## src/rtl/load_store_unit_if.sv

```systemverilog
// CPU-side request/response and memory-side access signals of the load/store unit.
// The slave modport is the unit's view; the master modport is the CPU/memory view.
interface load_store_unit_if;
  logic        req_valid_i;
  logic        req_ready_o;
  logic        req_write_i;
  logic [1:0]  mem_type_i;
  logic        mem_sign_i;
  logic [31:0] addr_i;
  logic [31:0] wdata_i;
  logic        resp_valid_o;
  logic [31:0] resp_data_o;
  logic        resp_err_o;
  logic        mem_req_o;
  logic        mem_we_o;
  logic [31:0] mem_addr_o;
  logic [31:0] mem_wdata_o;
  logic [3:0]  mem_wstrb_o;
  logic        mem_ready_i;
  logic [31:0] mem_rdata_i;

  modport slave (
    input  req_valid_i, req_write_i, mem_type_i, mem_sign_i, addr_i, wdata_i,
           mem_ready_i, mem_rdata_i,
    output req_ready_o, resp_valid_o, resp_data_o, resp_err_o,
           mem_req_o, mem_we_o, mem_addr_o, mem_wdata_o, mem_wstrb_o
  );

  modport master (
    output req_valid_i, req_write_i, mem_type_i, mem_sign_i, addr_i, wdata_i,
           mem_ready_i, mem_rdata_i,
    input  req_ready_o, resp_valid_o, resp_data_o, resp_err_o,
           mem_req_o, mem_we_o, mem_addr_o, mem_wdata_o, mem_wstrb_o
  );
endinterface

```

## src/rtl/load_store_unit.sv

```systemverilog
// Byte/halfword/word load-store unit with a four-state access FSM.
// Define MISALIGN_SPLIT_EN to split word-crossing accesses over two beats; otherwise they error.
module load_store_unit (
  input  logic              clk_i,
  input  logic              rst_i,
  load_store_unit_if.slave  bus
);
  typedef enum logic [1:0] {IDLE, ACC0, ACC1, RESP} state_t;

  state_t      state_q, state_d;
  logic        write_q, sign_q, err_q, split_q;
  logic [1:0]  type_q;
  logic [31:0] addr_q, wdata_q, lo_word_q, rdata_q;

  logic [3:0]  req_size;
  logic        req_err, req_split, accept, in_acc, final_beat;
  logic [3:0]  size_mask;
  logic [7:0]  strb_span;
  logic [31:0] wdata_sized, load_word, load_ext;
  logic [63:0] wdata_span, load_pair;

  always_comb begin
    case (bus.mem_type_i)
      2'b00:   req_size = 4'd1;
      2'b01:   req_size = 4'd2;
      default: req_size = 4'd4;
    endcase
  end

`ifdef MISALIGN_SPLIT_EN
  logic req_crosses;
  assign req_crosses = ({2'b00, bus.addr_i[1:0]} + req_size) > 4'd4;
  assign req_err     = (bus.mem_type_i == 2'b11);
  assign req_split   = !req_err && req_crosses;
`else
  logic req_misaligned;
  assign req_misaligned = (bus.mem_type_i == 2'b01 && bus.addr_i[0]) ||
                          (bus.mem_type_i == 2'b10 && bus.addr_i[1:0] != 2'b00);
  assign req_err        = (bus.mem_type_i == 2'b11) || req_misaligned;
  assign req_split      = 1'b0;
`endif

  assign accept     = (state_q == IDLE) && bus.req_valid_i;
  assign in_acc     = (state_q == ACC0) || (state_q == ACC1);
  assign final_beat = bus.mem_ready_i &&
                      (((state_q == ACC0) && !split_q) || (state_q == ACC1));

  // Lane maps span two words: the low word belongs to ACC0, the high word to ACC1.
  always_comb begin
    case (type_q)
      2'b00:   begin size_mask = 4'h1; wdata_sized = {24'd0, wdata_q[7:0]};  end
      2'b01:   begin size_mask = 4'h3; wdata_sized = {16'd0, wdata_q[15:0]}; end
      default: begin size_mask = 4'hF; wdata_sized = wdata_q;                end
    endcase
  end

  assign strb_span  = {4'd0, size_mask} << addr_q[1:0];
  assign wdata_span = {32'd0, wdata_sized} << {addr_q[1:0], 3'b000};

  assign load_pair = (state_q == ACC1) ? {bus.mem_rdata_i, lo_word_q}
                                       : {32'd0, bus.mem_rdata_i};
  assign load_word = 32'(load_pair >> {addr_q[1:0], 3'b000});

  always_comb begin
    load_ext = load_word;
    case (type_q)
      2'b00:   load_ext = {{24{sign_q & load_word[7]}},  load_word[7:0]};
      2'b01:   load_ext = {{16{sign_q & load_word[15]}}, load_word[15:0]};
      default: ;
    endcase
  end

  // NOTE: sequential state uses non-blocking assignments so every register
  // samples the pre-edge values regardless of statement order.
  always_ff @(posedge clk_i) begin
    if (rst_i) begin
      state_q   <= IDLE;
      write_q   <= 1'b0;
      sign_q    <= 1'b0;
      err_q     <= 1'b0;
      split_q   <= 1'b0;
      type_q    <= 2'b00;
      addr_q    <= '0;
      wdata_q   <= '0;
      lo_word_q <= '0;
      rdata_q   <= '0;
    end else begin
      state_q <= state_d;
      if (accept) begin
        write_q   <= bus.req_write_i;
        sign_q    <= bus.mem_sign_i;
        type_q    <= bus.mem_type_i;
        addr_q    <= bus.addr_i;
        wdata_q   <= bus.wdata_i;
        err_q     <= req_err;
        split_q   <= req_split;
        lo_word_q <= '0;
        rdata_q   <= '0;
      end
      if ((state_q == ACC0) && bus.mem_ready_i && split_q)
        lo_word_q <= bus.mem_rdata_i;
      if (final_beat && !write_q)
        rdata_q <= load_ext;
    end
  end

  // NOTE: every output of this block gets a default first, so no path can
  // leave a value unassigned and infer a latch.
  always_comb begin
    state_d          = state_q;
    bus.req_ready_o  = 1'b0;
    bus.resp_valid_o = 1'b0;
    bus.mem_req_o    = 1'b0;
    case (state_q)
      IDLE: begin
        bus.req_ready_o = 1'b1;
        if (bus.req_valid_i) state_d = req_err ? RESP : ACC0;
      end
      ACC0: begin
        bus.mem_req_o = 1'b1;
        if (bus.mem_ready_i) state_d = split_q ? ACC1 : RESP;
      end
      ACC1: begin
        bus.mem_req_o = 1'b1;
        if (bus.mem_ready_i) state_d = RESP;
      end
      RESP: begin
        bus.resp_valid_o = 1'b1;
        state_d          = IDLE;
      end
      default: state_d = IDLE;
    endcase
  end

  assign bus.mem_addr_o  = in_acc ? ({addr_q[31:2], 2'b00} + ((state_q == ACC1) ? 32'd4 : 32'd0))
                                  : '0;
  assign bus.mem_we_o    = in_acc && write_q;
  assign bus.mem_wstrb_o = !(in_acc && write_q) ? 4'd0 :
                           (state_q == ACC1) ? strb_span[7:4] : strb_span[3:0];
  assign bus.mem_wdata_o = !(in_acc && write_q) ? 32'd0 :
                           (state_q == ACC1) ? wdata_span[63:32] : wdata_span[31:0];
  assign bus.resp_data_o = (state_q == RESP) ? rdata_q : '0;
  assign bus.resp_err_o  = (state_q == RESP) && err_q;
endmodule

```

## src/flat_wrapper.sv

```systemverilog
// flat-port wrapper written by rule: the top's interface ports become plain ports
module load_store_unit_flat 
  (clk_i, rst_i, bus_req_valid_i, bus_req_write_i, bus_mem_type_i, bus_mem_sign_i, bus_addr_i, bus_wdata_i, bus_mem_ready_i, bus_mem_rdata_i, bus_req_ready_o, bus_resp_valid_o, bus_resp_data_o, bus_resp_err_o, bus_mem_req_o, bus_mem_we_o, bus_mem_addr_o, bus_mem_wdata_o, bus_mem_wstrb_o);
  load_store_unit_if bus_i ();
  input  logic clk_i;
  input  logic rst_i;
  input wire logic [$bits(bus_i.req_valid_i)-1:0] bus_req_valid_i;
  input wire logic [$bits(bus_i.req_write_i)-1:0] bus_req_write_i;
  input wire logic [$bits(bus_i.mem_type_i)-1:0] bus_mem_type_i;
  input wire logic [$bits(bus_i.mem_sign_i)-1:0] bus_mem_sign_i;
  input wire logic [$bits(bus_i.addr_i)-1:0] bus_addr_i;
  input wire logic [$bits(bus_i.wdata_i)-1:0] bus_wdata_i;
  input wire logic [$bits(bus_i.mem_ready_i)-1:0] bus_mem_ready_i;
  input wire logic [$bits(bus_i.mem_rdata_i)-1:0] bus_mem_rdata_i;
  output wire logic [$bits(bus_i.req_ready_o)-1:0] bus_req_ready_o;
  output wire logic [$bits(bus_i.resp_valid_o)-1:0] bus_resp_valid_o;
  output wire logic [$bits(bus_i.resp_data_o)-1:0] bus_resp_data_o;
  output wire logic [$bits(bus_i.resp_err_o)-1:0] bus_resp_err_o;
  output wire logic [$bits(bus_i.mem_req_o)-1:0] bus_mem_req_o;
  output wire logic [$bits(bus_i.mem_we_o)-1:0] bus_mem_we_o;
  output wire logic [$bits(bus_i.mem_addr_o)-1:0] bus_mem_addr_o;
  output wire logic [$bits(bus_i.mem_wdata_o)-1:0] bus_mem_wdata_o;
  output wire logic [$bits(bus_i.mem_wstrb_o)-1:0] bus_mem_wstrb_o;
  assign bus_i.req_valid_i = bus_req_valid_i;
  assign bus_i.req_write_i = bus_req_write_i;
  assign bus_i.mem_type_i = bus_mem_type_i;
  assign bus_i.mem_sign_i = bus_mem_sign_i;
  assign bus_i.addr_i = bus_addr_i;
  assign bus_i.wdata_i = bus_wdata_i;
  assign bus_i.mem_ready_i = bus_mem_ready_i;
  assign bus_i.mem_rdata_i = bus_mem_rdata_i;
  assign bus_req_ready_o = bus_i.req_ready_o;
  assign bus_resp_valid_o = bus_i.resp_valid_o;
  assign bus_resp_data_o = bus_i.resp_data_o;
  assign bus_resp_err_o = bus_i.resp_err_o;
  assign bus_mem_req_o = bus_i.mem_req_o;
  assign bus_mem_we_o = bus_i.mem_we_o;
  assign bus_mem_addr_o = bus_i.mem_addr_o;
  assign bus_mem_wdata_o = bus_i.mem_wdata_o;
  assign bus_mem_wstrb_o = bus_i.mem_wstrb_o;
  load_store_unit u_core (.clk_i(clk_i), .rst_i(rst_i), .bus(bus_i));
endmodule
```

## config.mk

```make
export PLATFORM = sky130hd
export DESIGN_NAME = load_store_unit_flat
export DESIGN_NICKNAME = d
export VERILOG_FILES = /design/src/rtl/load_store_unit_if.sv /design/src/rtl/load_store_unit.sv /design/src/flat_wrapper.sv
export SDC_FILE = /design/constraint.sdc
export NUM_CORES = 1
export LEC_CHECK = 0
export CAP_MARGIN = 20
export CORE_MARGIN = 8
export CORE_UTILIZATION = 45
export DETAILED_ROUTE_END_ITERATION = 6
export PLACE_DENSITY = 0.88
export SLEW_MARGIN = 25
export SYNTH_ARGS = -nofsm -noshare
export SYNTH_HDL_FRONTEND = slang
export SYNTH_SLANG_ARGS = --single-unit
```

## constraint.sdc

```tcl
create_clock -name clk_i -period 3.25 [get_ports clk_i]
set_clock_uncertainty 0.1 [all_clocks]
set_input_delay 0.65 -clock clk_i [delete_from_list [all_inputs] [get_ports clk_i]]
set_output_delay 0.65 -clock clk_i [all_outputs]
set_load 0.05 [all_outputs]
```

## Yosys cells after proc, flatten, opt, wreduce, memory -nomap -nowiden

Cells that the tools add are included.

- Multipliers: 0
- Shift operators: 3
- $lt $le $gt $ge: 0
- Bitwise gates (word level): 2
- Equal/unequal tests: 10
- Reductions and logical operators: 17
- Add/subtract/negate cells: 1
- Divide/modulo/power cells: 0
- Multiplexer cells: 20

Operators with widths:

| cell | count |
|---|---|
| 2-to-1 mux 32 bit | 6 |
| case mux 32 bit (2 select lines) | 2 |
| 2-to-1 mux 64 bit | 1 |
| << shifter 32 x 5 -> 64 bit | 1 |
| right shift 64 x 5 -> 32 bit | 1 |
| adder 32 bit | 1 |
| == test 2 bit, second input constant | 4 |
| 2-to-1 mux 4 bit | 2 |
| case mux 4 bit (2 select lines) | 1 |
| << shifter 4 x 2 -> 8 bit | 1 |
| logical AND 1 bit | 7 |
| == test 2 x 1 -> 1 bit, second input constant | 3 |
| 2-to-1 mux 2 bit | 3 |
| inequality test 2 bit, second input constant | 3 |
| case mux 2 bit (3 select lines) | 1 |
| zero test 2 bit | 2 |
| nonzero test 2 bit | 2 |
| logical OR 1 bit | 3 |
| 2-to-1 mux 1 bit | 3 |
| 2-to-1 mux 3 bit | 1 |
| AND reduction 3 bit | 1 |
| bitwise AND 1 bit | 2 |
| OR reduction 2 bit | 1 |
| zero test 1 bit | 1 |

- Memory bits (writable): 0
- Logic and storage cells: 62
- Bits in read-only memories: 0
- Latch bits: 0
- Flip-flop bits (word level): 135
- Input bits: 104
- Memories kept: 0

## Depth between registers and ports, before layout

Gate-level depths: netlist of the first run.

- Word-level depth: 7
- Gate-level depth with buffers: 9
- Gate-level depth less buffers: 9

## Worst setup path after synthesis of the first run

OpenSTA, ideal clock, no wires.

- Kind: register -> output
- Start: register u_core.state_q[0]
- End: output bus_mem_wstrb_o[3]
- Cell stages (with the launch flop): 8
- Path buffers: 2
- Arrival time: 2,785 ps
- Setup slack: -285 ps
- Path through: dfxtp_1 inv_1 ha_1 nand2_1 or2_2 buf_1 clkbuf_1 a21oi_1

- Cells in the longest elaborated chain, start to end: 4
- Elaborated cells on any way between the ends: 6

Ends and longest elaborated chain:

| item | RTL line | RTL |
|---|---|---|
| from (decl) | load_store_unit.sv:10 | `state_t state_q, state_d;` |
| from (signal assigned) | load_store_unit.sv:88 | `state_q <= state_d;` |
| == test 2 x 1 -> 1 bit or == test 2 bit (tied branches) | load_store_unit.sv:44, load_store_unit.sv:139 |  |
| logical OR 1 bit | load_store_unit.sv:44 | `assign in_acc = (state_q == ACC0) \|\| (state_q == ACC1);` |
| logical AND 1 bit | load_store_unit.sv:138 | `assign bus.mem_wstrb_o = !(in_acc && write_q) ? 4'd0 :` |
| 2-to-1 mux 4 bit (*) | load_store_unit.sv:138 |  |
| to (decl) | flat_wrapper.sv:23 | `output wire logic [$bits(bus_i.mem_wstrb_o)-1:0] bus_mem_wstrb_o;` |

Every way passes the cells marked *; elsewhere a longest branch is shown, timed or not.

## Worst setup path after layout of the first run

- Start: register u_core.state_q[0]
- End: output bus_mem_addr_o[30]

- Cells in the longest elaborated chain, start to end: 4
- Elaborated cells on any way between the ends: 6

Ends and longest elaborated chain:

| item | RTL line | RTL |
|---|---|---|
| == test 2 bit | load_store_unit.sv:44, load_store_unit.sv:135 |  |
| 2-to-1 mux 3 bit | load_store_unit.sv:135 | `assign bus.mem_addr_o = in_acc ? ({addr_q[31:2], 2'b00} + ((state_q == ACC1) ? 32'd4 : 32'd0))` |
| adder 32 bit | load_store_unit.sv:135 |  |
| 2-to-1 mux 32 bit (*) | load_store_unit.sv:135 |  |
| to (decl) | flat_wrapper.sv:21 | `output wire logic [$bits(bus_i.mem_addr_o)-1:0] bus_mem_addr_o;` |

Marked as above.

==> flow_summary.ini, run 1 <==
[run_status]
status = completed

[timing]
fin_crit_ns = 3.22
worstMarginPinSlew_ns = 0.914
fmax_mhz = 310
setup-tns-final_ns = 0
rsz0062_at_grt = true
fin_ws_ns = 0.0275
slew_headroom_pct = 39.1
setup_viol = 0
min_period_over_period_pct = 99.2
drv_slew = 0
hold_viol = 0

[place]
dp_hpwl_um = 17600
post-place-ws_ns = 0.0554
io_buffers = 206
gp_congestion = 0.943

[die]
io_pins = 209
initial_core_util_pct = 45.4
rows = 45
fp.dieH_um = 139
dieArea_mm2 = 0.0194
coreArea_mm2 = 0.0150
chipWidth_um = 139

[final_layout]
fill_cells = 1214
drive_gt1_share_pct = 18.4
multiInputGateArea_mm2 = 0.00451
nets = 1252
area_growth_pct = 48.4
seq_area_mm2 = 0.00207

[synth]
postSynth.asyncResetShare_pct = 0
synthDistinctLibCells = 60
netlist.area_leader.share_pct = 30.2
yosysWarningCount = 0
synth_area_leader_cell = dfxtp_1
synth_seq_cells = 103
ys_top_cells_by_count = nand2_1, a21oi_1, dfxtp_1
syn-cell-area_mm2 = 0.00683
syn_area_per_cell_um2 = 7.08
syn_inst = 964
synthMostInstantiatedCell = nand2_1
ys_top_cells_by_area = dfxtp_1, nand2_1, a21oi_1, and2_1, mux2_2
synth-edff-count = 0
synthFlopType = dfxtp_1
ys_seq_area_share_pct = 30.2

[setup_path]
ff2ff_setup_slack_ns = 0.68
required_ns = 2.50
reg2reg_to = u_core.rdata_q[31]$_SDFFE_PP0P_
critPathMaxFanout = 5
critPathTopFamily = simple AND/OR/NAND/NOR gates
crit_slowest_cell = or4_4
endpoint_kind = output port
path_common_cell = ha_4
arrival_ns = 2.47
reg2reg_depth = 8
cp_slowest_stage_delay_ns = 0.45
critPathBufInv = 2
r2r_start = u_core.addr_q[0]$_SDFFE_PP0P_
crit_chain = inv_2, ha_4, ha_4, ha_4, nand4_4, nor3_4, nand3_2, or4_4, a21boi_4, buf_12
crit_cells = 10
setup.worst_path.class = flop to output port
startpoint_type = flop

[cts]
cts.clk_slew.worst_paths_ns = 0.07
cts_tree = built
hold_buffers = 0
cts_buffer_depth = 2
ctsHtreeMaxLevel = 3
cts_buffers = 9
cts_num_sinks = 103
clock_latency_ns = 0.36
clockRootBuffer = clkbuf_16

[power]
power_leakage_uw = 0.00373
p_per_area_mw_per_mm2 = 584
internal-power_uw = 3220
power.switching_uw = 2690
clkPwrFrac_pct = 17.8
vdd_ir_drop_max_mv = 0.326
seq_power_share_pct = 29.6
p_sw_share_pct = 45.5
combPwrFrac_pct = 52.6

[grt]
grt_pass1_wl_um = 38400
grt_usage_pct = 24.1
grt_pass1_vias = 7456
overflow = 0
antenna_found_initial = 6
grt_max_degree = 86

[flow_run]
maxCapViolCount = 0

[min_path]
whs_path_depth = 2
min_to = u_core.rdata_q[20]$_SDFFE_PP0P_
worstHoldStart = u_core.rdata_q[20]$_SDFFE_PP0P_
min_path_type = flop to flop

[route]
wl_per_cell_um = 18.2
via_count = 7692
drt-pass1-iter-count = 6
drt_wl_total_um = 24300
via_per_inst = 5.75
postRouteAntennaNets = 0
drtIter0Drc = 714
drcViolationCount = 0
[placed cells by master (no fill, tap or decap), drive strengths merged, types with 18 or more instances in the layout]
master,instances
a21oi,125
and2,61
and3,19
buf,114
clkdlybuf4s50,131
dfxtp,103
mux2,31
nand2,230
nand3,19
nor2,69
o21ai,52
xnor2,18
[worst max path at each step]
stage	startpoint	endpoint
after floorplan	u_core.state_q[0]$_SDFFE_PP0P_	bus_mem_wstrb_o[3]
after global placement	u_core.state_q[0]$_SDFFE_PP0P_	bus_mem_addr_o[30]
after detailed placement	u_core.state_q[0]$_SDFFE_PP0P_	bus_mem_addr_o[30]
after CTS	u_core.state_q[0]$_SDFFE_PP0P_	bus_mem_addr_o[30]
after global routing	u_core.state_q[0]$_SDFFE_PP0P_	bus_mem_addr_o[30]
final	u_core.state_q[0]$_SDFFE_PP0P_	bus_mem_addr_o[30]
[cell families after synthesis]
logic type | after synthesis | synth area share, %
buf+inv | 91 | 5.57
simple gates | 448 | 30.7
fa+ha+maj | 9 | 1.65
compound gates | 254 | 23.0
flops | 103 | 30.2
xor+xnor | 24 | 3.08
mux | 34 | 5.66
other cells | 1 | 0.0549
[registers in the layout, indices dropped and copies added, names as in the netlist]
signal and count:
u_core.addr_q 32, u_core.write_q 1, u_core.rdata_q 32, u_core.sign_q 1
u_core.type_q 2, u_core.state_q 2, u_core.err_q 1, u_core.wdata_q 32
[cell type report]
type	instances	share of cell area, %
multi-input combinational	771	44.5
timing repair buffer	245	29.6
tap	188	2.32
inverter	9	0.333
clock inverter	7	0.556
sequential	103	20.4
antenna	5	0.124
clock buffer	9	2.22
[through the flow]
step	total power, µW	instance area, µm²	hold slack (ns)	util (%)	instances
after floorplan	3690	6860	0.321	-	965
after global placement	4710	9700	0.330	64.5	1310
after detailed placement	4810	9700	0.336	64.5	1310
after CTS	5890	10100	0.348	66.9	1328
after global routing	6250	10100	0.373	67.4	1337
final	5910	10100	0.344	67.4	1337
[tightest hold or removal path, stage by stage, from the launching register on]
cell,delay [ns]
dfxtp_1,0.31
nand2_1,0.05
o21ai_1,0.05
[routing by layer]
| layer | track usage [%] | wire (µm) |
|---|---|---|
| met3 | 7.09 | 2120 |
| met4 | 13.3 | 1010 |
| met2 | 39.9 | 11600 |
| met1 | 27.5 | 9570 |
| met5 | 0 | 13 |
[timing repair]
action                     CTS  global route
pin swaps                    4             3
buffers inserted             2             4
resized for setup           12             6
setup endpoints to repair    5            15
[power by group through the flow]
stage	combinational, µW	clock, µW	sequential, µW
global route	3350	1120	1780
detailed placement	3050	0	1750
global placement	2970	0	1740
floorplan	2020	0	1670
finish	3110	1050	1750
CTS	3080	1070	1740
Note: power is estimated with default switching activity, not from simulation.
==> inputs of run 2 (changes only) <==
--- a/config.mk
+++ b/config.mk
@@ -8,8 +8,11 @@
 export CAP_MARGIN = 20
 export CORE_MARGIN = 8
 export CORE_UTILIZATION = 45
+export CTS_BUF_LIST = sky130_fd_sc_hd__clkbuf_8
 export DETAILED_ROUTE_END_ITERATION = 6
+export GPL_TIMING_DRIVEN = 0
 export PLACE_DENSITY = 0.88
+export SETUP_SLACK_MARGIN = 0.5
 export SLEW_MARGIN = 25
 export SYNTH_ARGS = -nofsm -noshare
 export SYNTH_HDL_FRONTEND = slang
==> run 2 against run 1 <==
  * The flow now finishes with violations (DRC, setup timing)
  * Register-to-register slack got worse by 0.04 ns
  * Utilization increased by 7.6 points
  * Via count increased by 13%
  * Clock-buffer cell count unchanged
  * Non-clock buffer count increased by 94
  * Sequential power increased by 2%
  * Critical path depth decreased by 4
  * Power increased by 13%
  * Wire length increased by 25%
  * Worst hold slack improved by 0.012 ns
  * Critical path type unchanged
==> flow_summary.ini, run 2 (synthesized netlist as in run 1, its figures left out) <==
[grt]
overflow = 0
grt_pass1_wl_um = 42200
grt_usage_pct = 27.0
grt_pass1_vias = 7979
antenna_found_initial = 1
grt_max_degree = 18

[route]
drt-pass1-iter-count = 7
via_per_inst = 6.09
wl_met2_um = 14300
drcViolationCount = 1
postRouteAntennaNets = 0
wl_met1_um = 11200
wl_per_cell_um = 21.4
drtIter0Drc = 1354
dr_wl_met3_um = 3570
drt_wl_total_um = 30500
via_count = 8688
top_layer = met5

[setup_path]
reg2reg_depth = 11
arrival_ns = 2.65
reg2reg_to = u_core.rdata_q[19]$_SDFFE_PP0P_
endpoint_kind = output port
setup.worst_path.class = flop to output port
r2r_start = u_core.state_q[0]$_SDFFE_PP0P_
startpoint_type = flop
ff2ff_setup_slack_ns = 0.64
required_ns = 2.50
critPathMaxFanout = 7

[place]
place_inst = 1358
dp_hpwl_um = 20200
placed_area_mm2 = 0.00942
gp_congestion = 0.971
post-place-ws_ns = -0.454
io_buffers = 205

[die]
chipWidth_um = 139
coreArea_mm2 = 0.0150
dieArea_mm2 = 0.0194
rows = 45
io_pins = 209
fp.dieH_um = 139
initial_core_util_pct = 45.4

[cts]
cts_buffer_depth = 2
ctsHtreeMaxLevel = 3
cts_buffers = 9
hold_buffers = 0
clockRootBuffer = clkbuf_8
cts.clk_slew.worst_paths_ns = 0.11
cts_tree = built
clock_latency_ns = 0.39
cts_num_sinks = 103

[final_layout]
nets = 1347
fill_cells = 1054
postLayoutCellArea_mm2 = 0.0113
layout_common_cells = nand2_1, a21oi_1, clkdlybuf4s50_1
drive_gt1_share_pct = 34.0
stdcell_count = 1427
antenna_cells = 0
area_growth_pct = 65.1
final_common_cell = nand2_1
largestRegisters = u_core.addr_q x32, u_core.rdata_q x32, u_core.wdata_q x32

[power]
p_per_area_mw_per_mm2 = 593
design_power_total_uw = 6680
vdd_ir_drop_max_mv = 0.537
power_leakage_uw = 0.00431

[timing]
fmax_mhz = 294
hold_viol = 0
slew_headroom_pct = 52.4
holdWs_ns = 0.356
rsz0062_at_grt = true
worstMarginPinSlew_ns = 0.710
fin_ws_ns = -0.151
setup_viol = 17
drv_slew = 0
min_period_over_period_pct = 105
fin_crit_ns = 3.40

[min_path]
whs_path_depth = 2
min_to = u_core.rdata_q[23]$_SDFFE_PP0P_
worstHoldStart = u_core.rdata_q[23]$_SDFFE_PP0P_
min_path_type = flop to flop

[run_status]
violations = DRC, setup timing
status = finished, violations left

[flow_run]
maxCapViolCount = 0
run 2: per-stage QoR:
stage / utilization, % / TNS, ns
detailed placement: 62.7 / -8.68
finish: 74.9 / -1.39
global placement: 62.7 / -7.08
CTS: 68.1 / -0.275
global route: 74.9 / -3.14
floorplan: - / 0
run 2: final cells by class:
type                       count  area, µm²  area share [%]
clock buffer                   9        124            1.10
timing repair buffer         257       2730            24.2
multi-input combinational    772       5340            47.4
clock inverter                 7       71.3           0.633
tap                          188        235            2.09
buffer                        82        658            5.84
inverter                       9       38.8           0.344
sequential                   103       2070            18.4
run 2: worst max path at each step:
stage	start	endpoint	slack, ns	cells past startpoint
2_1_floorplan	u_core.state_q[0]$_SDFFE_PP0P_	bus_mem_addr_o[30]	0.37	9
3_3_place_gp	u_core.state_q[0]$_SDFFE_PP0P_	bus_mem_addr_o[30]	-0.44	10
3_5_place_dp	u_core.state_q[0]$_SDFFE_PP0P_	bus_mem_addr_o[30]	-0.45	10
4_1_cts	u_core.state_q[0]$_SDFFE_PP0P_	bus_mem_addr_o[30]	-0.12	10
5_1_grt	u_core.state_q[0]$_SDFFE_PP0P_	bus_mem_addr_o[20]	-0.23	13
6_report	u_core.addr_q[13]$_SDFFE_PP0P_	bus_mem_addr_o[27]	-0.15	6
run 2: worst max-delay path, stage by stage, from the launching register on:
cell and delay, ns:
dfxtp_1 0.48, nand4_1 0.29, nor3_2 0.66, nand4_1 0.24, xnor2_1 0.24, and2_1 0.18, buf_6 0.16
run 2: per-layer routing:
metal | track usage, % | vias up
met4 | 8.15 | 2
met3 | 8.61 | 168
met1 | 32.2 | 4011
met5 | 0 | -
met2 | 45.5 | 653
li1 | - | 3854
run 2: power breakdown:
| part | total (µW) | internal (µW) | switching (µW) |
|---|---|---|---|
| Combinational | 4040 | 1620 | 2420 |
| Clock | 847 | 356 | 490 |
| Sequential | 1790 | 1510 | 288 |
| Total | 6680 | 3480 | 3200 |
run 2: timing repair:
item,4_1_cts,5_1_grt
endpoints found under the setup margin,103,108
endpoints found under the hold margin,0,0
cloned,2,4
gates resized for setup,636,238
pin swaps,18,56
setup buffers,23,24
